## src/rtl/io_slot_pkg.sv

```systemverilog
// -----------------------------------------------------------------------------
// io_slot_pkg
// Shared constants and helpers for the io_slot_sequencer block.
//   DEF_SLOTS / DEF_PIN_W / DEF_OUT_W : default frame geometry
//   FRAME_CNT_W                       : width of the optional frame counter
//   clog2()                           : constant-evaluable ceil(log2(value))
// No ports (package).
// -----------------------------------------------------------------------------
package io_slot_pkg;

    localparam int DEF_SLOTS   = 10;
    localparam int DEF_PIN_W   = 6;
    localparam int DEF_OUT_W   = 8;
    localparam int FRAME_CNT_W = 8;

    // ceil(log2(value)); clog2(SLOTS+1) gives enough bits to hold 0..SLOTS.
    function automatic int clog2(input int value);
        int result;
        result = 0;
        for (int v = value - 1; v > 0; v = v >> 1) begin
            result++;
        end
        return result;
    endfunction

endpackage

```

## src/rtl/io_slot_sequencer_if.sv

```systemverilog
// -----------------------------------------------------------------------------
// io_slot_sequencer_if
// Bundles the core-facing and pin-facing signals of the slot sequencer.
//   sync        : synchronous resync request (parks the slot counter)
//   n_slots     : requested active slots per frame (sampled at slot-0 entry)
//   pins_in     : time-multiplexed input pin group
//   out_word    : next output frame from the core, slot k at [k*OUT_W +: OUT_W]
//   pins_out    : time-multiplexed output pin group
//   slot_oh     : one-hot current slot
//   in_frame    : last fully assembled input frame, slot k at [k*PIN_W +: PIN_W]
//   frame_valid : one-cycle pulse, in_frame updated and out_word consumed
// Modports: master (core / driver side), slave (the sequencer).
// -----------------------------------------------------------------------------
interface io_slot_sequencer_if
    import io_slot_pkg::*;
#(
    parameter int SLOTS = DEF_SLOTS,
    parameter int PIN_W = DEF_PIN_W,
    parameter int OUT_W = DEF_OUT_W,
    parameter int NW    = clog2(SLOTS + 1)
);

    logic                   sync;
    logic [NW-1:0]          n_slots;
    logic [PIN_W-1:0]       pins_in;
    logic [SLOTS*OUT_W-1:0] out_word;
    logic [OUT_W-1:0]       pins_out;
    logic [SLOTS-1:0]       slot_oh;
    logic [SLOTS*PIN_W-1:0] in_frame;
    logic                   frame_valid;

    modport master (
        output sync, n_slots, pins_in, out_word,
        input  pins_out, slot_oh, in_frame, frame_valid
    );

    modport slave (
        input  sync, n_slots, pins_in, out_word,
        output pins_out, slot_oh, in_frame, frame_valid
    );

endinterface

```

## src/rtl/io_slot_sequencer_slot_ring.sv

```systemverilog
// -----------------------------------------------------------------------------
// slot_ring
// One-hot slot ring counter with a park position and a per-frame latched
// active-slot count. All state changes on the falling edge of clk.
//   clk, reset_n  : clock (falling-edge active), async active-low reset
//   sync_i        : park the ring at the next edge
//   n_slots_i     : requested active count, latched only when slot 0 is entered
//   slot_oh_o     : registered one-hot slot
//   n_active_o    : latched active count N (1..SLOTS)
//   parked_o      : ring sits in park after reset/sync; not a real active slot
//   last_o        : the current slot is N-1 (combinational from registers)
// -----------------------------------------------------------------------------
module slot_ring
    import io_slot_pkg::*;
#(
    parameter int SLOTS = DEF_SLOTS,
    parameter int NW    = clog2(SLOTS + 1)
) (
    input  logic             clk,
    input  logic             reset_n,
    input  logic             sync_i,
    input  logic [NW-1:0]    n_slots_i,
    output logic [SLOTS-1:0] slot_oh_o,
    output logic [NW-1:0]    n_active_o,
    output logic             parked_o,
    output logic             last_o
);

    localparam logic [SLOTS-1:0] PARK_OH  = {1'b1, {(SLOTS-1){1'b0}}};
    localparam logic [SLOTS-1:0] SLOT0_OH = {{(SLOTS-1){1'b0}}, 1'b1};

    logic [SLOTS-1:0] slot_oh_q, slot_oh_d;
    logic [NW-1:0]    n_q, n_d;
    logic             parked_q, parked_d;
    logic [SLOTS-1:0] last_vec;
    logic [NW-1:0]    n_sel;
    logic             wrap;

    // last_vec[gi] marks "slot gi is active and gi == N-1".
    for (genvar gi = 0; gi < SLOTS; gi++) begin : g_last
        assign last_vec[gi] = slot_oh_q[gi] & (n_q == NW'(gi + 1));
    end

    assign last_o = |last_vec;

    // Out-of-range requests fall back to a full frame.
    assign n_sel = ((n_slots_i == '0) || (n_slots_i > NW'(SLOTS))) ? NW'(SLOTS) : n_slots_i;

    // Leaving park always goes to slot 0; with N == SLOTS park is also the last slot.
    assign wrap = slot_oh_q[SLOTS-1] | last_o;

    always_comb begin
        slot_oh_d = slot_oh_q;
        n_d       = n_q;
        parked_d  = parked_q;
        if (sync_i) begin
            slot_oh_d = PARK_OH;
            parked_d  = 1'b1;
        end else begin
            parked_d = 1'b0;
            if (wrap) begin
                slot_oh_d = SLOT0_OH;
                n_d       = n_sel;
            end else begin
                slot_oh_d = slot_oh_q << 1;
            end
        end
    end

    always_ff @(negedge clk or negedge reset_n) begin
        if (!reset_n) begin
            slot_oh_q <= PARK_OH;
            n_q       <= NW'(SLOTS);
            parked_q  <= 1'b1;
        end else begin
            slot_oh_q <= slot_oh_d;
            n_q       <= n_d;
            parked_q  <= parked_d;
        end
    end

    assign slot_oh_o  = slot_oh_q;
    assign n_active_o = n_q;
    assign parked_o   = parked_q;

endmodule

```

## src/rtl/io_slot_sequencer.sv

```systemverilog
// -----------------------------------------------------------------------------
// io_slot_sequencer
// Time-slot pin multiplexer: walks a one-hot slot ring, captures the input pin
// group into a per-slot buffer, publishes a completed input frame at the last
// active slot, and drives the output pin group from the frame latched at the
// previous frame boundary. State updates on the falling edge of clk.
//   clk         : clock (falling edge active)
//   reset_n     : asynchronous active-low reset
//   bus         : io_slot_sequencer_if.slave (sync, n_slots, pins_in, out_word,
//                 pins_out, slot_oh, in_frame, frame_valid)
//   frame_count : 8-bit completed-frame counter, present only when the macro
//                 IO_SLOT_FRAME_COUNT_EN is defined
// -----------------------------------------------------------------------------
module io_slot_sequencer
    import io_slot_pkg::*;
#(
    parameter int SLOTS = DEF_SLOTS,
    parameter int PIN_W = DEF_PIN_W,
    parameter int OUT_W = DEF_OUT_W
) (
    input  logic                   clk,
    input  logic                   reset_n,
    io_slot_sequencer_if.slave     bus
`ifdef IO_SLOT_FRAME_COUNT_EN
    ,
    output logic [FRAME_CNT_W-1:0] frame_count
`endif
);

    localparam int NW = clog2(SLOTS + 1);

    logic [SLOTS-1:0]       slot_oh;
    logic [NW-1:0]          n_active;
    logic                   parked;
    logic                   last_slot;
    logic                   step_en;
    logic                   frame_done;

    logic [SLOTS*PIN_W-1:0] buf_q, buf_d;
    logic [SLOTS*PIN_W-1:0] in_frame_q, in_frame_d;
    logic [SLOTS*OUT_W-1:0] out_frame_q;
    logic                   frame_valid_q;

    logic [SLOTS-1:0]       lane_live;
    logic [SLOTS-1:0]       cap_en;
    logic [SLOTS-1:0]       drive_en;
    logic [OUT_W-1:0]       lane_out [SLOTS];
    logic [OUT_W-1:0]       pins_out_c;

    slot_ring #(
        .SLOTS (SLOTS),
        .NW    (NW)
    ) u_ring (
        .clk        (clk),
        .reset_n    (reset_n),
        .sync_i     (bus.sync),
        .n_slots_i  (bus.n_slots),
        .slot_oh_o  (slot_oh),
        .n_active_o (n_active),
        .parked_o   (parked),
        .last_o     (last_slot)
    );

    // Park after reset/sync is idle time: nothing is captured or completed there,
    // and a sync request overrides whatever the current slot would have done.
    assign step_en    = ~parked & ~bus.sync;
    assign frame_done = step_en & last_slot;

    for (genvar gi = 0; gi < SLOTS; gi++) begin : g_lane
        assign lane_live[gi] = (NW'(gi) < n_active);
        assign cap_en[gi]    = slot_oh[gi] & lane_live[gi] & step_en;
        assign drive_en[gi]  = slot_oh[gi] & lane_live[gi] & ~parked;
        // The completing slot's lane comes straight from the pins; lanes past N are zero.
        assign in_frame_d[gi*PIN_W +: PIN_W] = !lane_live[gi] ? '0 :
                                               slot_oh[gi]    ? bus.pins_in :
                                                                buf_q[gi*PIN_W +: PIN_W];
        assign lane_out[gi]  = drive_en[gi] ? out_frame_q[gi*OUT_W +: OUT_W] : '0;
    end

    always_comb begin
        buf_d = buf_q;
        for (int k = 0; k < SLOTS; k++) begin
            if (cap_en[k]) begin
                buf_d[k*PIN_W +: PIN_W] = bus.pins_in;
            end
        end
    end

    // Output lane mux: depends only on registered state, never on pins_in.
    always_comb begin
        pins_out_c = '0;
        for (int k = 0; k < SLOTS; k++) begin
            pins_out_c = pins_out_c | lane_out[k];
        end
    end

    always_ff @(negedge clk or negedge reset_n) begin
        if (!reset_n) begin
            buf_q         <= '0;
            in_frame_q    <= '0;
            out_frame_q   <= '0;
            frame_valid_q <= 1'b0;
        end else begin
            buf_q         <= buf_d;
            frame_valid_q <= frame_done;
            if (frame_done) begin
                in_frame_q  <= in_frame_d;
                out_frame_q <= bus.out_word;
            end
        end
    end

`ifdef IO_SLOT_FRAME_COUNT_EN
    logic [FRAME_CNT_W-1:0] frame_count_q;

    // Counts completed frames; wraps naturally and ignores sync.
    always_ff @(negedge clk or negedge reset_n) begin
        if (!reset_n) begin
            frame_count_q <= '0;
        end else if (frame_done) begin
            frame_count_q <= frame_count_q + 1'b1;
        end
    end

    assign frame_count = frame_count_q;
`endif

    assign bus.slot_oh     = slot_oh;
    assign bus.in_frame    = in_frame_q;
    assign bus.frame_valid = frame_valid_q;
    assign bus.pins_out    = pins_out_c;

endmodule

```

## src/flat_wrapper.sv

```systemverilog
// flat-port wrapper written by rule: the top's interface ports become plain ports
module io_slot_sequencer_flat import io_slot_pkg::*;
#(
    parameter int SLOTS = DEF_SLOTS,
    parameter int PIN_W = DEF_PIN_W,
    parameter int OUT_W = DEF_OUT_W
)
  (clk, reset_n, bus_sync, bus_n_slots, bus_pins_in, bus_out_word, bus_pins_out, bus_slot_oh, bus_in_frame, bus_frame_valid);
  io_slot_sequencer_if #(.SLOTS(SLOTS), .PIN_W(PIN_W), .OUT_W(OUT_W)) bus_i ();
  input  logic clk;
  input  logic reset_n;
  input wire logic [$bits(bus_i.sync)-1:0] bus_sync;
  input wire logic [$bits(bus_i.n_slots)-1:0] bus_n_slots;
  input wire logic [$bits(bus_i.pins_in)-1:0] bus_pins_in;
  input wire logic [$bits(bus_i.out_word)-1:0] bus_out_word;
  output wire logic [$bits(bus_i.pins_out)-1:0] bus_pins_out;
  output wire logic [$bits(bus_i.slot_oh)-1:0] bus_slot_oh;
  output wire logic [$bits(bus_i.in_frame)-1:0] bus_in_frame;
  output wire logic [$bits(bus_i.frame_valid)-1:0] bus_frame_valid;
  assign bus_i.sync = bus_sync;
  assign bus_i.n_slots = bus_n_slots;
  assign bus_i.pins_in = bus_pins_in;
  assign bus_i.out_word = bus_out_word;
  assign bus_pins_out = bus_i.pins_out;
  assign bus_slot_oh = bus_i.slot_oh;
  assign bus_in_frame = bus_i.in_frame;
  assign bus_frame_valid = bus_i.frame_valid;
  io_slot_sequencer #(.SLOTS(SLOTS), .PIN_W(PIN_W), .OUT_W(OUT_W)) u_core (.clk(clk), .reset_n(reset_n), .bus(bus_i));
endmodule
```

## config.mk

```make
export PLATFORM = sky130hd
export DESIGN_NAME = io_slot_sequencer_flat
export DESIGN_NICKNAME = d
export VERILOG_FILES = /design/src/rtl/io_slot_pkg.sv /design/src/rtl/io_slot_sequencer_if.sv /design/src/rtl/io_slot_sequencer_slot_ring.sv /design/src/rtl/io_slot_sequencer.sv /design/src/flat_wrapper.sv
export SDC_FILE = /design/constraint.sdc
export NUM_CORES = 1
export LEC_CHECK = 0
export CAP_MARGIN = 20
export CORE_MARGIN = 10
export CORE_UTILIZATION = 63
export DETAILED_ROUTE_END_ITERATION = 8
export DONT_BUFFER_PORTS = 1
export PLACE_DENSITY = 0.89
export SYNTH_ARGS = -nofsm -noshare
export SYNTH_HDL_FRONTEND = slang
export SYNTH_HIERARCHICAL = 1
export SYNTH_SLANG_ARGS = --single-unit
```

## constraint.sdc

```tcl
create_clock -name clk -period 2.79 [get_ports clk]
set_input_delay 0.1395 -clock clk [delete_from_list [all_inputs] [get_ports clk]]
set_output_delay 0.1395 -clock clk [all_outputs]
set_load 0.1 [all_outputs]
```

==> summary.txt <==
Worst setup path
  • Class of the most critical setup path: flop to output port
  • Critical path peak fanout: 8
  • Standard cell with the maximum stage delay on the critical path: sky130_fd_sc_hd__dfstp_2
  • CP Launch Type: flop
  • Cell Chain, Critical Path: or3_4 -> and3_4 -> a221oi_4 -> nand4_1 -> buf_12
  • CP top delay family: simple AND/OR/NAND/NOR gates
  • Crit. End Element: output port
  • Arrival time of data at the critical path endpoint: roughly 4100 ps
  • Count of buffering cells on the critical path with inverters included: 1
  • Largest stage delay, worst path: between 400 and 500 ps
  • CP Data Required Time: ~2700 ps

Detailed routing
  • Vias per Instance: 6.651
  • TritonRoute pass-1 iters: 8
  • Detailed-route wire length: ~32 mm
  • DRC violation count after routing: 0
  • Initial DRC Count: around 1100
  • Antenna viol nets, final: 0
  • Wirelength per Cell: roughly 27 um
  • Via count: roughly 8000

STA
  • Normalized max-slew margin: between 60% and 70%
  • Max Clock Skew: ~110 ps
  • Worst hold slack across all endpoints: approximately 450 ps
  • Transition time at the pin with the least slew margin: roughly 560 ps
  • Final Setup Violations: 19
  • Number of hold-slack violations in the final timing report: 0
  • Setup repair after global routing missed its margin: yes
  • Number of max-slew violations in the final report: 0
  • Final critical-path setup slack: -1416 ps

Global route
  • Met2 GRT Util: between 40 and 50%
  • First-pass GRT wire length: about 45 mm
  • Total routing resource utilization after global routing: approximately 28%
  • Met3 Use GR: between 8 and 9%
  • Global-route track usage on met1: around a third
  • Remaining global-route overflow: 0
  • Number of global-route vias before repair: slightly below 8000
  • Number of antenna violations at the first check in global routing: 0
  • Maximum number of pins on one net before global-route repair: 217
  • Global route hottest layer: met2

Final layout
  • Growth of design area from synthesis to finish: 24.97%
  • Share of post-route cells with drive strength above 1: 27.54%
  • Number of nets in the final layout: around 1100
  • Non-filler instance count after layout: ~1200
  • Total inserted antenna cells: 0

Clock network
  • Post-CTS clock slew at the launch and capture registers of the worst setup and hold paths: 110 ps
  • Max Buffers Root-to-Sink: 3
  • Number of H-tree levels: 1
  • TritonCTS clock tree: built
  • Clock latency at the later pin of the worst-skew pair: 630 ps
  • CTS root buffer: sky130_fd_sc_hd__clkbuf_16
  • TritonCTS Buffers: 23
  • # clock sinks: ~220

Power
  • Peak supply drop: 0.6464 mV
  • Power density over cell area: a little over 900 nW/um^2
  • Overall Power: 10860 uW
  • Pleak: ~0.0057 uW

Worst hold path
  • Type of the most critical hold path: flop to flop

Placed design
  • HPWL after DPL: roughly 18 mm
  • Number of cells in the design after placement: around 1100
  • Gp weighted congestion: between 0.8 and 0.9
  • I/O Buffers: 0

Status
  • Outcome: finished, violations left
  • Violations in the final reports: negative setup slack

Die
  • Top Ports: between 150 and 200
  • Core Rows: 44
  • Initial Util: around 65%
  • Height of the die: between 100 and 150 um
  • Die Footprint: between 20000 and 25000 um^2
  • Core outline area: 14590 um^2
  • DIE WIDTH: ~140 um

Synthesis
  • YS warnings: 6
  • Post-Syn Area per Cell: 10.49 um^2
  • Synthesized net count: slightly below 1000
  • Portion of the post-synthesis area used by sequential elements: 57.38%
  • Number of storage elements in the synthesis netlist: about 220
  • Number of cells produced by synthesis: ~900
  • Yosys cell types: between 40 and 50
  • Syn Std Cell Area: 9429 um^2

Job
  • Max-cap violations: 0
## sequential cells by signal, indices dropped and copies added (netlist names)
register	cells
u_core/out_frame_q	80
u_core/bus.in_frame	60
u_core/u_ring/parked_o	1
u_core/u_ring/slot_oh_o	10
u_core/bus.frame_valid	1
u_core/u_ring/n_active_o	4
u_core/buf_q	60
## per-stage QoR
| step | TNS (ps) | utilization [%] | cell area, um^2 | setup WS [ps] |
|---|---|---|---|---|
| 2_1_floorplan | -10520 | - | 9503 | -1315 |
| 3_3_place_gp | -3800 | 71.22 | 10390 | -490.2 |
| 3_5_place_dp | -4446 | 71.22 | 10390 | -568.7 |
| 4_1_cts | -8383 | 79.31 | 11570 | -1034 |
| 5_1_grt | -11410 | 80.77 | 11780 | -1429 |
| 6_report | -10590 | 80.77 | 11780 | -1416 |
## worst min-delay path, delay by kind of cell, from the launching register on
family / cells / cell delay [ps]
simple gates: 2 / 110
flops: 1 / 420
## cell usage after synthesis (all sizes together)
master   instances  share of area [%]
a222oi           8               0.85
or2              1              0.066
a221oi           8               0.74
a2111oi          1               0.29
mux4             1               0.24
a21oi            3               0.16
nor4b            1               0.16
o41ai            1              0.093
o31ai            4               0.32
nand3            5               0.27
a31o             1              0.093
and3            11               0.78
nor2b            4               0.27
buf             30                1.6
a21o             1              0.080
and3b            1              0.093
a22o             7               0.65
nor3b            2               0.27
mux2i           61                6.5
nand2b           2               0.13
o21ai           62                3.3
nor3             5               0.37
and4             2               0.19
and2            11               0.73
dfrtn          212                 56
inv              4               0.16
and2b            1              0.080
mux2            63                7.6
nand2          301                 12
nor2            15               0.65
a211o            2               0.19
clkbuf          32                1.3
dfstp            4                1.1
o22ai            1              0.066
nand3b           4               0.32
nand4            8               0.53
a22oi           16                1.3
or3              1               0.12
a211oi           2               0.16
## cells in the final DEF, fill, tap and decap left out, types with 4 or more instances in the layout
master and n:
sky130_fd_sc_hd__a221oi_2 6, sky130_fd_sc_hd__o21ai_0 58, sky130_fd_sc_hd__clkinv_2 6, sky130_fd_sc_hd__buf_6 14, sky130_fd_sc_hd__and2_1 10, sky130_fd_sc_hd__mux2_2 61
sky130_fd_sc_hd__dfrtn_1 212, sky130_fd_sc_hd__buf_4 92, sky130_fd_sc_hd__inv_1 6, sky130_fd_sc_hd__a22oi_2 7, sky130_fd_sc_hd__nand4_1 8, sky130_fd_sc_hd__a22oi_1 9
sky130_fd_sc_hd__buf_12 23, sky130_fd_sc_hd__nand3b_1 4, sky130_fd_sc_hd__a22o_1 7, sky130_fd_sc_hd__and3_1 8, sky130_fd_sc_hd__dfstp_2 4, sky130_fd_sc_hd__a222oi_1 8
sky130_fd_sc_hd__nand2_1 300, sky130_fd_sc_hd__clkbuf_16 24, sky130_fd_sc_hd__nand3_1 5, sky130_fd_sc_hd__clkbuf_1 5, sky130_fd_sc_hd__mux2i_1 61, sky130_fd_sc_hd__nor2_1 10
## what timing repair did
item | CTS | global route
pin swaps | 27 | 11
gates cloned | 1 | 1
hold buffers | 0 | 0
resized for setup | 54 | 36
setup buffers | 15 | 5
setup endpoints to repair | 19 | 74
## layer usage
| layer | up-vias | part of all wire, % |
|---|---|---|
| li1 | 3247 | - |
| met1 | 3832 | 33 |
| met2 | 655 | 47 |
| met3 | 227 | 12 |
| met4 | 0 | 8.3 |
| met5 | - | 0 |
## final timing paths
| check | startpoint | to | slack [ps] | cells past startpoint |
|---|---|---|---|---|
| min in group asynchronous | reset_n | u_core/out_frame_q[50] | 590 | 0 |
| worst max register to register | u_core/u_ring/n_active_o[3] | u_core/bus.in_frame[16] | -40 | 11 |
| worst max-delay path | u_core/u_ring/n_active_o[1] | bus_pins_out[1] | -1420 | 5 |
| worst min-delay path | u_core/out_frame_q[19] | u_core/out_frame_q[19] | 450 | 2 |
| worst min register to register | u_core/out_frame_q[19] | u_core/out_frame_q[19] | 450 | 2 |
| max in group asynchronous | reset_n | u_core/u_ring/parked_o | 1710 | 0 |
## cell type report
class,count,area [um^2]
clock buffers,31,635.6
clock inverters,15,158.9
fillers,732,2805
inverters,3,16.27
multi-input cells,617,3966
flip-flops and latches,216,5410
well taps,184,230.2
repair buffers,131,1366
## cell families after synthesis
group	after synthesis	synth area share, %
AO/OA/AOI/OAI	117	8.254
buffers and inverters	66	3.092
flip-flops	216	57.38
multiplexers	125	14.28
AND/OR/NAND/NOR	375	17.00
## report_power, final
| group | internal [uW] | switching (uW) |
|---|---|---|
| Clock | 1900 | 1320 |
| Combinational | 837 | 2040 |
| Sequential | 4010 | 755 |
Note: power is estimated with default switching activity, not from simulation.
